`config.mk`:
```
export PLATFORM = sky130hd
export DESIGN_NAME = load_store_unit
export DESIGN_NICKNAME = d
export VERILOG_FILES = /design/src/rtl/load_store_unit.sv
export SDC_FILE = /design/constraint.sdc
export NUM_CORES = 1
export LEC_CHECK = 0
export BUFFER_PORTS_ARGS = -buffer_cell sky130_fd_sc_hd__buf_2
export CORE_MARGIN = 5
export CORE_UTILIZATION = 41
export DETAILED_ROUTE_END_ITERATION = 8
export PLACE_DENSITY = 0.7
export SLEW_MARGIN = 5
export SYNTH_ARGS = -nofsm -noshare
export SYNTH_HDL_FRONTEND = slang
export SYNTH_SLANG_ARGS = --single-unit
```
`constraint.sdc`:
```
create_clock -name clock -period 4.25 [get_ports clock]
set_input_delay 0.2125 -clock clock [delete_from_list [all_inputs] [get_ports clock]]
set_output_delay 0.2125 -clock clock [all_outputs]
set_load 0.1 [all_outputs]
```
`src/rtl/load_store_unit.sv`:
```
// load_store_unit: data-memory side of the LSU.
// Accepts one load/store from decode, runs the dmem request/grant/response
// handshake, formats byte/halfword lanes and returns extended load data.
// Only one access is outstanding at a time.
//
// Operator encoding (lsu_operator_ip, load_store_func_code):
//   0 LW, 1 LH, 2 LB, 3 LHU, 4 LBU, 5 SW, 6 SH, 7 SB
//
// Optional feature: define LSU_MISALIGN_TRAP_EN to trap misaligned halfword
// and word accesses (adds the misalign_err_op port). Without it, low address
// bits beyond the access size are ignored and the access proceeds normally.
module load_store_unit #(
    parameter int ADDR_WIDTH = 32,
    parameter int DATA_WIDTH = 32
) (
    input  logic                  clock,
    input  logic                  reset,
    input  logic                  en_lsu_ip,
    input  logic [2:0]            lsu_operator_ip,
    input  logic [ADDR_WIDTH-1:0] addr_ip,
    input  logic [DATA_WIDTH-1:0] wdata_ip,
    output logic [DATA_WIDTH-1:0] mem_data_op,
    output logic                  mem_data_valid_op,
    output logic                  done_op,
    output logic                  busy_op,
`ifdef LSU_MISALIGN_TRAP_EN
    output logic                  misalign_err_op,
`endif
    output logic                  dmem_req_op,
    output logic                  dmem_we_op,
    output logic [3:0]            dmem_be_op,
    output logic [ADDR_WIDTH-1:0] dmem_addr_op,
    output logic [DATA_WIDTH-1:0] dmem_wdata_op,
    input  logic                  dmem_gnt_ip,
    input  logic                  dmem_rvalid_ip,
    input  logic [DATA_WIDTH-1:0] dmem_rdata_ip
);

    localparam logic [2:0] OP_LW  = 3'd0;
    localparam logic [2:0] OP_LH  = 3'd1;
    localparam logic [2:0] OP_LB  = 3'd2;
    localparam logic [2:0] OP_LHU = 3'd3;
    localparam logic [2:0] OP_LBU = 3'd4;
    localparam logic [2:0] OP_SW  = 3'd5;
    localparam logic [2:0] OP_SH  = 3'd6;
    localparam logic [2:0] OP_SB  = 3'd7;

    typedef enum logic [1:0] {
        IDLE = 2'd0,
        REQ  = 2'd1,
        WAIT = 2'd2,
        DONE = 2'd3
    } state_t;

    state_t     state;
    logic [2:0] op_q;       // operator latched at acceptance
    logic [1:0] addr_lo_q;  // byte offset latched at acceptance
    logic       trap;       // current request is trapped as misaligned

    function automatic logic is_load(input logic [2:0] op);
        return (op == OP_LW) || (op == OP_LH) || (op == OP_LB) ||
               (op == OP_LHU) || (op == OP_LBU);
    endfunction

    function automatic logic is_byte(input logic [2:0] op);
        return (op == OP_LB) || (op == OP_LBU) || (op == OP_SB);
    endfunction

    function automatic logic is_half(input logic [2:0] op);
        return (op == OP_LH) || (op == OP_LHU) || (op == OP_SH);
    endfunction

    function automatic logic [3:0] byte_enable(input logic [2:0] op, input logic [1:0] a);
        if (is_byte(op))
            return 4'b0001 << a;
        else if (is_half(op))
            return 4'b0011 << {a[1], 1'b0};
        else
            return 4'b1111;
    endfunction

    // Store data is replicated across lanes so the byte enables pick the right copy.
    function automatic logic [DATA_WIDTH-1:0] store_data(input logic [2:0] op,
                                                         input logic [DATA_WIDTH-1:0] w);
        if (is_byte(op))
            return {4{w[7:0]}};
        else if (is_half(op))
            return {2{w[15:0]}};
        else
            return w;
    endfunction

    function automatic logic [DATA_WIDTH-1:0] load_extract(input logic [2:0] op,
                                                           input logic [1:0] a,
                                                           input logic [DATA_WIDTH-1:0] rd);
        logic [7:0]  b;
        logic [15:0] h;
        logic [DATA_WIDTH-1:0] res;
        case (a)
            2'd0:    b = rd[7:0];
            2'd1:    b = rd[15:8];
            2'd2:    b = rd[23:16];
            default: b = rd[31:24];
        endcase
        h = a[1] ? rd[31:16] : rd[15:0];
        case (op)
            OP_LB:   res = {{24{b[7]}}, b};
            OP_LBU:  res = {24'd0, b};
            OP_LH:   res = {{16{h[15]}}, h};
            OP_LHU:  res = {16'd0, h};
            default: res = rd;
        endcase
        return res;
    endfunction

`ifdef LSU_MISALIGN_TRAP_EN
    function automatic logic misaligned(input logic [2:0] op, input logic [1:0] a);
        if (is_half(op))
            return a[0];
        else if (!is_byte(op))
            return a != 2'd0;
        else
            return 1'b0;
    endfunction
`endif

    // Decide whether the request being sampled is trapped instead of issued.
    always_comb begin
        trap = 1'b0;
`ifdef LSU_MISALIGN_TRAP_EN
        trap = misaligned(lsu_operator_ip, addr_ip[1:0]);
`else
        trap = 1'b0;
`endif
    end

    // Access FSM with all outputs registered; reset abandons any access in flight.
    always_ff @(posedge clock) begin
        if (reset) begin
            state             <= IDLE;
            op_q              <= OP_LW;
            addr_lo_q         <= 2'd0;
            mem_data_op       <= '0;
            mem_data_valid_op <= 1'b0;
            done_op           <= 1'b0;
            busy_op           <= 1'b0;
`ifdef LSU_MISALIGN_TRAP_EN
            misalign_err_op   <= 1'b0;
`endif
            dmem_req_op       <= 1'b0;
            dmem_we_op        <= 1'b0;
            dmem_be_op        <= 4'b0000;
            dmem_addr_op      <= '0;
            dmem_wdata_op     <= '0;
        end else begin
            done_op           <= 1'b0;
            mem_data_valid_op <= 1'b0;
`ifdef LSU_MISALIGN_TRAP_EN
            misalign_err_op   <= 1'b0;
`endif
            case (state)
                IDLE: begin
                    if (en_lsu_ip) begin
                        op_q      <= lsu_operator_ip;
                        addr_lo_q <= addr_ip[1:0];
                        busy_op   <= 1'b1;
                        if (trap) begin
                            state           <= DONE;
                            done_op         <= 1'b1;
`ifdef LSU_MISALIGN_TRAP_EN
                            misalign_err_op <= 1'b1;
`endif
                        end else begin
                            state         <= REQ;
                            dmem_req_op   <= 1'b1;
                            dmem_we_op    <= !is_load(lsu_operator_ip);
                            dmem_be_op    <= byte_enable(lsu_operator_ip, addr_ip[1:0]);
                            dmem_addr_op  <= {addr_ip[ADDR_WIDTH-1:2], 2'b00};
                            dmem_wdata_op <= store_data(lsu_operator_ip, wdata_ip);
                        end
                    end
                end
                REQ: begin
                    // A response arriving alongside the grant is not ours; only the grant counts.
                    if (dmem_gnt_ip) begin
                        state       <= WAIT;
                        dmem_req_op <= 1'b0;
                    end
                end
                WAIT: begin
                    if (dmem_rvalid_ip) begin
                        state   <= DONE;
                        done_op <= 1'b1;
                        if (is_load(op_q)) begin
                            mem_data_valid_op <= 1'b1;
                            mem_data_op       <= load_extract(op_q, addr_lo_q, dmem_rdata_ip);
                        end
                    end
                end
                default: begin
                    state   <= IDLE;
                    busy_op <= 1'b0;
                end
            endcase
        end
    end

endmodule

```
== Word-level counts from Yosys, hierarchy flattened ==
Index checks and enable logic that the tools add are counted.
Word-level totals
  register bits: 110
  logic and storage cells: 77
  output and inout bits: 105
Cells by class
  eq/ne operators: 17
  shifts and indexed selects: 2
  reductions and logical operators: 26
  mux-type cells: 17
  bitwise gates (word level): 3
Operators with widths (count)
  $pmux 32 s4: 1
  $mux 32: 2
  $pmux 8 s3: 1
  $mux 16: 1
  $eq 3x2->1 const B: 4
  $eq 3x3->1 const B: 4
  $logic_or 1x1->1: 12
  $reduce_and 3->1: 3
  $mux 4: 2
  $eq 3x1->1 const B: 2
  $logic_not 3->1: 2
  $mux 2: 3
  $ne 2x2->1 const B: 3
  $pmux 2 s3: 1
  $eq 2x1->1 const B: 2
  $eq 2x2->1 const B: 2
  $logic_not 2->1: 2
  $mux 1: 4
  $pmux 1 s2: 2
  $reduce_and 2->1: 2
  $reduce_or 2->1: 2
  $shl 1x2->4 const A: 1
  $shl 2x2->4 const A: 1
  $not 1->1: 3
  other kinds (3): 3

== Longest topological paths before layout ==
Gate-level depths: netlist of run 1.
  depth in word-level cells: 6
  gate-level depth with buffers: 8
  depth with buffers taken out: 6

== Least setup slack after synthesis of run 1 ==
Ideal clock, no wire load.
  path type: register -> register
  start: register addr_lo_q[0]
  end: register mem_data_op[7]
  slack: 2.544 ns
  buffers on the path: 0
  cell stages (with the launch flop): 5
  setup time: 0.134 ns
  arrival time: 1.572 ns
  data required time: 4.116 ns
  cells stage by stage: dfxtp_1 mux4_2 or4b_1 a31oi_1 nor4_1
Between the ends
  cells in the longest elaborated chain, start to end: 3
  elaborated cells between the ends (all ways): 5
RTL lines
  from (decl): RTL line 57  | logic [1:0] addr_lo_q;
  from (signal assigned): RTL line 165  | addr_lo_q <= addr_ip[1:0];
  $eq 2x2->1 (tied with other cells): RTL line 99  | case (a)
  $pmux 8 s3 (*): RTL line 99
  $pmux 32 s4 (*): RTL line 106  | case (op)
  to (signal assigned): RTL line 196  | mem_data_op <= load_extract(op_q, addr_lo_q, dmem_rdata_ip);
  to (decl): RTL line 22  | output logic [DATA_WIDTH-1:0] mem_data_op,
Every way passes the cells marked *; elsewhere a longest branch is shown, timed or not.
A chain may end at the register's enable or synchronous reset.

== Final worst setup path of run 1 ==
  start: register state[0]
  end: register dmem_wdata_op[19]
Between the ends
  cells in the longest elaborated chain, start to end: 2
RTL lines
  from (decl): RTL line 55  | state_t state;
  from (signal assigned): RTL line 140  | state <= IDLE;
  from (signal assigned): RTL line 168  | state <= DONE;
  from (signal assigned): RTL line 174  | state <= REQ;
  $logic_not 2->1: RTL line 161  | case (state)
  $reduce_and 2->1 (no line)
  to (signal assigned): RTL line 179  | dmem_wdata_op <= store_data(lsu_operator_ip, wdata_ip);
  to (decl): RTL line 33  | output logic [DATA_WIDTH-1:0] dmem_wdata_op,
No other way between the ends.

==> run_results.csv, run 1 <==
group,metric,value,unit
run_status,status,"complete, no violations",
timing,relSlewSlack,37.4,%
yosys,syn-cell-area,4850,sq um
finish,drive_above_1_share,32.4,%
grt,top_usage_layer,"met2",
grt,grt_max_degree,83,
clock_tree,htreeDepth,3,
floorplanning,die_area,14100,sq um
yosys,synth_top_family_by_area,"compound AO/OA/AOI/OAI gates",
clock_tree,hold_buffers,0,
timing,report.final.slew_viol_count,0,
timing,setup_tns,0,ps
min_path,hold_depth,3,
timing,tightest_slew,939,ps
drt,post-route-drc-count,0,
power_and_ir_drop,leakage,2.83,nW
yosys,synth_compound_area_share,24.4,%
min_path,hold_path_end,"dmem_addr_op[25]$_SDFFE_PP0P_",
floorplanning,rows,39,
drt,avgRoutedWirePerCell,16.5,um
worst_setup_path,path_max_fanout,51,
yosys,synth_warnings,0,
worst_setup_path,r2r_cells,6,
finish,antenna_cells,0,
floorplanning,initial_core_util,42.1,%
floorplanning,fp.dieW,119,um
clock_tree,cts_root_buffer,"clkbuf_16",
timing,fmax,445,MHz
worst_setup_path,r2r_start,"state[0]$_SDFFE_PP0P_",
drt,drtAntennaViolNets,0,
worst_setup_path,r2r_end,"dmem_wdata_op[19]$_SDFFE_PP0P_",
worst_setup_path,required,4520,ps
finish,final_nets,871,
grt,use_met3,5.40,%
grt,grt_pass1_wl,24.4,mm
yosys,synthMuxAreaShare,5.62,%
yosys,synthAdderAreaFrac,1.03,%
worst_setup_path,end_kind,"flip-flop",
clock_tree,clock_latency,350,ps
floorplanning,coreArea,11500,sq um
finish,final_cells,911,
min_path,min_path_type,"in -> reg",
grt,antenna_found_initial,1,
worst_setup_path,critPathKind,"reg -> reg",
grt,grt_use_met1,26.1,%
finish,flow.area_growth_from_synthesis,28.1,%
worst_setup_path,cp.arrival,2520,ps
power_and_ir_drop,powerDensity,781,nW/um^2
place,place_hpwl,11.0,mm
worst_setup_path,crit_path_start_kind,"flip-flop",
clock_tree,cts_tree,"built",
timing,finalClockSkew,4.66,ps
clock_tree,post_cts_buffers,0,
yosys,synth.distinct_cells,53,
floorplanning,io_pins,209,
yosys,synth_edf_count,0,
worst_setup_path,r2r_slack,2000,ps
clock_tree,cts_resized,0,
timing,finalCritPeriodShare,52.9,%
min_path,hp-start,"addr_ip[25]",
timing,rsz0062_at_grt,"false",
yosys,synth_cells,585,
place,dp.cells,895,
clock_tree,clkTransAtPathRegs,70,ps
yosys,yosysSeqAreaShare,45.4,%
timing,setup_viol,0,
floorplanning,chipHeight,119,um
timing,hold_ws,99.4,ps
yosys,synthArstFlopShare,0,%
power_and_ir_drop,ir_drop,0.440,mV
drt,via_per_inst,5.43,
timing,finalHoldViolations,0,
yosys,synth_xor_area_share,0.361,%
place,io_buffers,206,
clock_tree,clock_sinks,110,
timing,finalCriticalPeriod,2250,ps
grt,gr-usage-all-layers,20.7,%
grt,grt_pass1_vias,4800,
clock_tree,numCtsBuffers,9,
drt,num_vias,4945,
yosys,ys_seq_elements,110,
yosys,synth_ff_type,"dfxtp_1",
drt,wl,15.0,mm
grt,grt_overflow_total,0,
drt,firstDrtPassIters,6,
clock_tree,clockBufferDepth,2,
yosys,synth_simple_gate_area_share,17.7,%
place,gp_congestion,0.975,
job,drv_cap,0,
grt,met2_usage,34.1,%
drt,drt_iter0_drc,366,
yosys,syn_area_per_cell,8.29,sq um
[cells by family after synthesis]
family	after synthesis
AND/OR/NAND/NOR	203
AO/OA/AOI/OAI	181
flip-flops	110
buffers and inverters	60
multiplexers	24
adder cells (fa/ha/maj)	4
XOR/XNOR	2
other	1
[sequential cells by signal, indices dropped and copies added, names as in the netlist]
signal,cells
dmem_wdata_op,32
mem_data_op,32
dmem_addr_op,30
dmem_be_op,4
op_q,3
addr_lo_q,2
state,2
busy_op,1
dmem_req_op,1
dmem_we_op,1
done_op,1
mem_data_valid_op,1
[where the power goes]
| part | total [mW] | leakage [nW] | internal [mW] | switching [mW] |
|---|---|---|---|---|
| logic | 2.59 | 1.79 | 0.470 | 2.12 |
| registers | 1.40 | 0.901 | 1.26 | 0.139 |
| clock network | 0.860 | 0.146 | 0.489 | 0.371 |
[synthesized netlist by cell type (5+ instances only)]
| cell | instances | area (sq um) |
|---|---|---|
| a211oi_1 | 32 | 240 |
| a21oi_1 | 63 | 315 |
| a22oi_1 | 9 | 67.6 |
| a31oi_1 | 5 | 31.3 |
| buf_2 | 14 | 70.1 |
| clkbuf_1 | 25 | 93.8 |
| dfxtp_1 | 110 | 2200 |
| inv_1 | 13 | 48.8 |
| mux2_2 | 6 | 67.6 |
| mux2i_1 | 16 | 160 |
| nand2_1 | 118 | 443 |
| nor2_1 | 52 | 195 |
| nor2b_1 | 13 | 81.3 |
| o21a_1 | 6 | 45.0 |
| o21ai_0 | 25 | 125 |
| o22ai_1 | 6 | 37.5 |
| o31ai_1 | 5 | 37.5 |
| o32ai_1 | 6 | 52.6 |
[worst max-delay path by stage]
stage	startpoint	endpoint	slack (ps)	depth (start not counted)
floorplan	addr_lo_q[0]$_SDFFE_PP0P_	mem_data_op[7]$_SDFFE_PP0P_	2540	4
global placement	addr_lo_q[1]$_SDFFE_PP0P_	mem_data_op[25]$_SDFFE_PP0P_	2160	4
detailed placement	state[0]$_SDFFE_PP0P_	dmem_wdata_op[19]$_SDFFE_PP0P_	2020	6
CTS	state[0]$_SDFFE_PP0P_	dmem_wdata_op[19]$_SDFFE_PP0P_	1970	6
global route	state[0]$_SDFFE_PP0P_	dmem_wdata_op[19]$_SDFFE_PP0P_	1820	6
finish	state[0]$_SDFFE_PP0P_	dmem_wdata_op[19]$_SDFFE_PP0P_	2000	6
[final cells by class]
type | count | area (sq um)
Inverter | 14 | 52.6
Clock inverter | 3 | 42.5
Multi-Input combinational cell | 416 | 2400
Fill cell | 1067 | 5310
Tap cell | 143 | 179
Sequential cell | 110 | 2200
Clock buffer | 13 | 260
Timing Repair Buffer | 212 | 1080
[critical path, cell delays in order (launching register included)]
cell and delay [ps]:
dfxtp_1 340, inv_1 90, ha_1 270, and2_2 800, buf_4 360, o21ai_0 110, a21oi_1 180
[layer usage]
layer	wire (um)	share of wire, %
met5	7	0.047
met4	345	2.3
met3	1110	7.4
met2	7120	47
met1	6420	43
[layout by cell type, fill, tap and decap left out, types with 12 or more instances in the layout]
cell,n
a211oi_1,32
nor2_1,52
nor2b_1,12
a21oi_1,63
dfxtp_1,110
o21ai_0,25
inv_1,13
buf_2,206
nand2_1,117
mux2i_1,16
[per-stage QoR]
step                      setup WS, ps  area [sq um]  total power [mW]  util [%]
after floorplan                   2540          4850              3.57         -
after global placement            2160          5910              3.97      51.3
after detailed placement          2020          5910              4.01      51.3
after CTS                         1970          6210              4.88      53.9
after global routing              1820          6210              5.08      53.9
final                             2000          6210              4.85      53.9
No activity file was read; power rests on OpenSTA's default activity.
==> run 2: changes to the inputs <==
==> constraint.sdc (replaced) <==
create_clock -name clock -period 2.36 [get_ports clock]
set_input_delay 0.118 -clock clock [delete_from_list [all_inputs] [get_ports clock]]
set_output_delay 0.118 -clock clock [all_outputs]
set_load 0.1 [all_outputs]
==> run_results.csv, run 2 (same netlist as run 1, synthesis figures left out) <==
group,metric,value,unit
place,place_hpwl,11.0,mm
power_and_ir_drop,power.total,8.81,mW
worst_setup_path,crit_end,"dmem_wdata_op[24]$_SDFFE_PP0P_",
power_and_ir_drop,powerDensity,1350,nW/um^2
grt,gr-usage-all-layers,21.2,%
drt,drtAntennaViolNets,0,
worst_setup_path,required,2660,ps
floorplanning,coreArea,11500,sq um
drt,avgRoutedWirePerCell,16.2,um
power_and_ir_drop,switching_share,53.9,%
clock_tree,cts_root_buffer,"clkbuf_16",
timing,tightest_slew,875,ps
worst_setup_path,end_kind,"flip-flop",
power_and_ir_drop,p_sw,4.75,mW
clock_tree,clock_latency,350,ps
floorplanning,rows,39,
clock_tree,clockBufferDepth,2,
floorplanning,io_pins,209,
timing,report.final.slew_viol_count,0,
timing,finalClockSkew,6.76,ps
floorplanning,fp.dieW,119,um
timing,finalHoldViolations,0,
timing,hold_ws,12.7,ps
drt,drt_iter0_drc,369,
clock_tree,clkTransAtPathRegs,70,ps
clock_tree,cts_tree,"built",
clock_tree,numCtsBuffers,9,
power_and_ir_drop,combPwrFrac,53.5,%
place,io_buffers,206,
power_and_ir_drop,ir_drop,0.985,mV
finish,final_cell_mix,"206 x buf_2, 117 x nand2_1, 110 x dfxtp_1",
worst_setup_path,r2r_end,"dmem_wdata_op[24]$_SDFFE_PP0P_",
drt,via_per_inst,5.32,
grt,grt_pass1_vias,4907,
worst_setup_path,crit_path_start_kind,"flip-flop",
timing,setup_tns,0,ps
drt,num_vias,5004,
place,post-place-ws,432,ps
timing,setup_viol,0,
timing,rsz0062_at_grt,"false",
worst_setup_path,critPathKind,"reg -> reg",
finish,final_util,56.6,%
floorplanning,die_area,14100,sq um
run_status,status,"complete, no violations",
grt,grt_pass1_wl,24.8,mm
timing,fmax,520,MHz
finish,flow.area_growth_from_synthesis,34.3,%
worst_setup_path,cp_top_family,"buffers and inverters",
job,drv_cap,0,
worst_setup_path,slowest_delay,450,ps
drt,firstDrtPassIters,7,
timing,relSlewSlack,41.7,%
finish,drive_above_1_share,32.1,%
power_and_ir_drop,leakage,2.97,nW
drt,post-route-drc-count,0,
clock_tree,cts_resized,0,
drt,wl,15.3,mm
floorplanning,chipHeight,119,um
worst_setup_path,path_buf_inv,2,
finish,antenna_cells,0,
worst_setup_path,path_max_fanout,53,
timing,fin_ws,438,ps
grt,grt_overflow_total,0,
power_and_ir_drop,clkPwrFrac,18.0,%
worst_setup_path,cp.arrival,2220,ps
worst_setup_path,r2r_slack,440,ps
worst_setup_path,crit_start,"state[0]$_SDFFE_PP0P_",
power_and_ir_drop,p_int,4.06,mW
place,gp_congestion,0.915,
power_and_ir_drop,pwr-share-seq,28.5,%
finish,top_regs,"dmem_wdata_op x32, mem_data_op x32, dmem_addr_op x30",
grt,antenna_found_initial,0,
worst_setup_path,r2r_start,"state[0]$_SDFFE_PP0P_",
finish,final_nets,901,
worst_setup_path,r2r_cells,7,
floorplanning,initial_core_util,42.1,%
worst_setup_path,path_cells,"inv_1 > ha_1 > nand2_2 > buf_4 > nor2_1 > a31oi_1 > o221a_2",
timing,finalCritPeriodShare,81.4,%
worst_setup_path,crit_slowest_cell,"buf_4",
clock_tree,htreeDepth,3,
worst_setup_path,crit_cells,7,
finish,final_common_cell,"buf_2",
clock_tree,clock_sinks,110,
timing,finalCriticalPeriod,1920,ps
min_path,hold_depth,3,
min_path,min_path_type,"in -> reg",
grt,grt_max_degree,83,
==> run 2: worst min path at each step <==
stage / from / endpoint / slack, ps
4_1_cts: addr_ip[3] / dmem_addr_op[3]$_SDFFE_PP0P_ / 1
3_3_place_gp: addr_ip[12] / dmem_addr_op[12]$_SDFFE_PP0P_ / 360
3_5_place_dp: addr_ip[25] / dmem_addr_op[25]$_SDFFE_PP0P_ / 370
5_1_grt: addr_ip[30] / dmem_addr_op[30]$_SDFFE_PP0P_ / 10
6_report: addr_ip[31] / dmem_addr_op[31]$_SDFFE_PP0P_ / 10
2_1_floorplan: addr_ip[1] / addr_lo_q[1]$_SDFFE_PP0P_ / 250
==> run 2: metal layers <==
layer / share of wire, % / global-route usage (%)
met3: 6.9 / 4.97
met5: 0 / 0
met1: 42 / 26.3
met4: 2.5 / 9.12
met2: 48 / 35.3
==> run 2: worst reg2reg max path: stages (launching register included) <==
cell and delay, ps:
dfxtp_1 390, inv_1 80, ha_1 280, nand2_2 100, buf_4 450, nor2_1 180
a31oi_1 190, o221a_2 210
==> run 2: what timing repair did <==
action	4_1_cts	5_1_grt
setup buffers	0	0
hold buffers	25	0
endpoints found under the hold margin	25	0
endpoints found under the setup margin	0	0
==> run 2: through the flow <==
step,instances,cell area [sq um]
floorplan,586,4850
global placement,900,5950
detailed placement,900,5950
CTS,941,6510
global route,941,6510
finish,941,6510
==> run 2: final cells by class <==
class | instances | area [sq um]
inverter | 14 | 52.6
clock inverter | 4 | 51.3
clock buffer | 12 | 267
tap | 143 | 179
fill | 1090 | 5000
multi-input combinational | 416 | 2400
timing repair buffer | 242 | 1360
sequential | 110 | 2200
==> run 2: power groups by stage <==
stage / Clock (mW) / Combinational (mW) / Sequential (mW)
finish: 1.59 / 4.71 / 2.51
CTS: 1.63 / 4.72 / 2.51
global route: 1.71 / 4.95 / 2.56
floorplan: 0 / 1.26 / 5.16
detailed placement: 0 / 4.68 / 2.54
global placement: 0 / 4.64 / 2.53
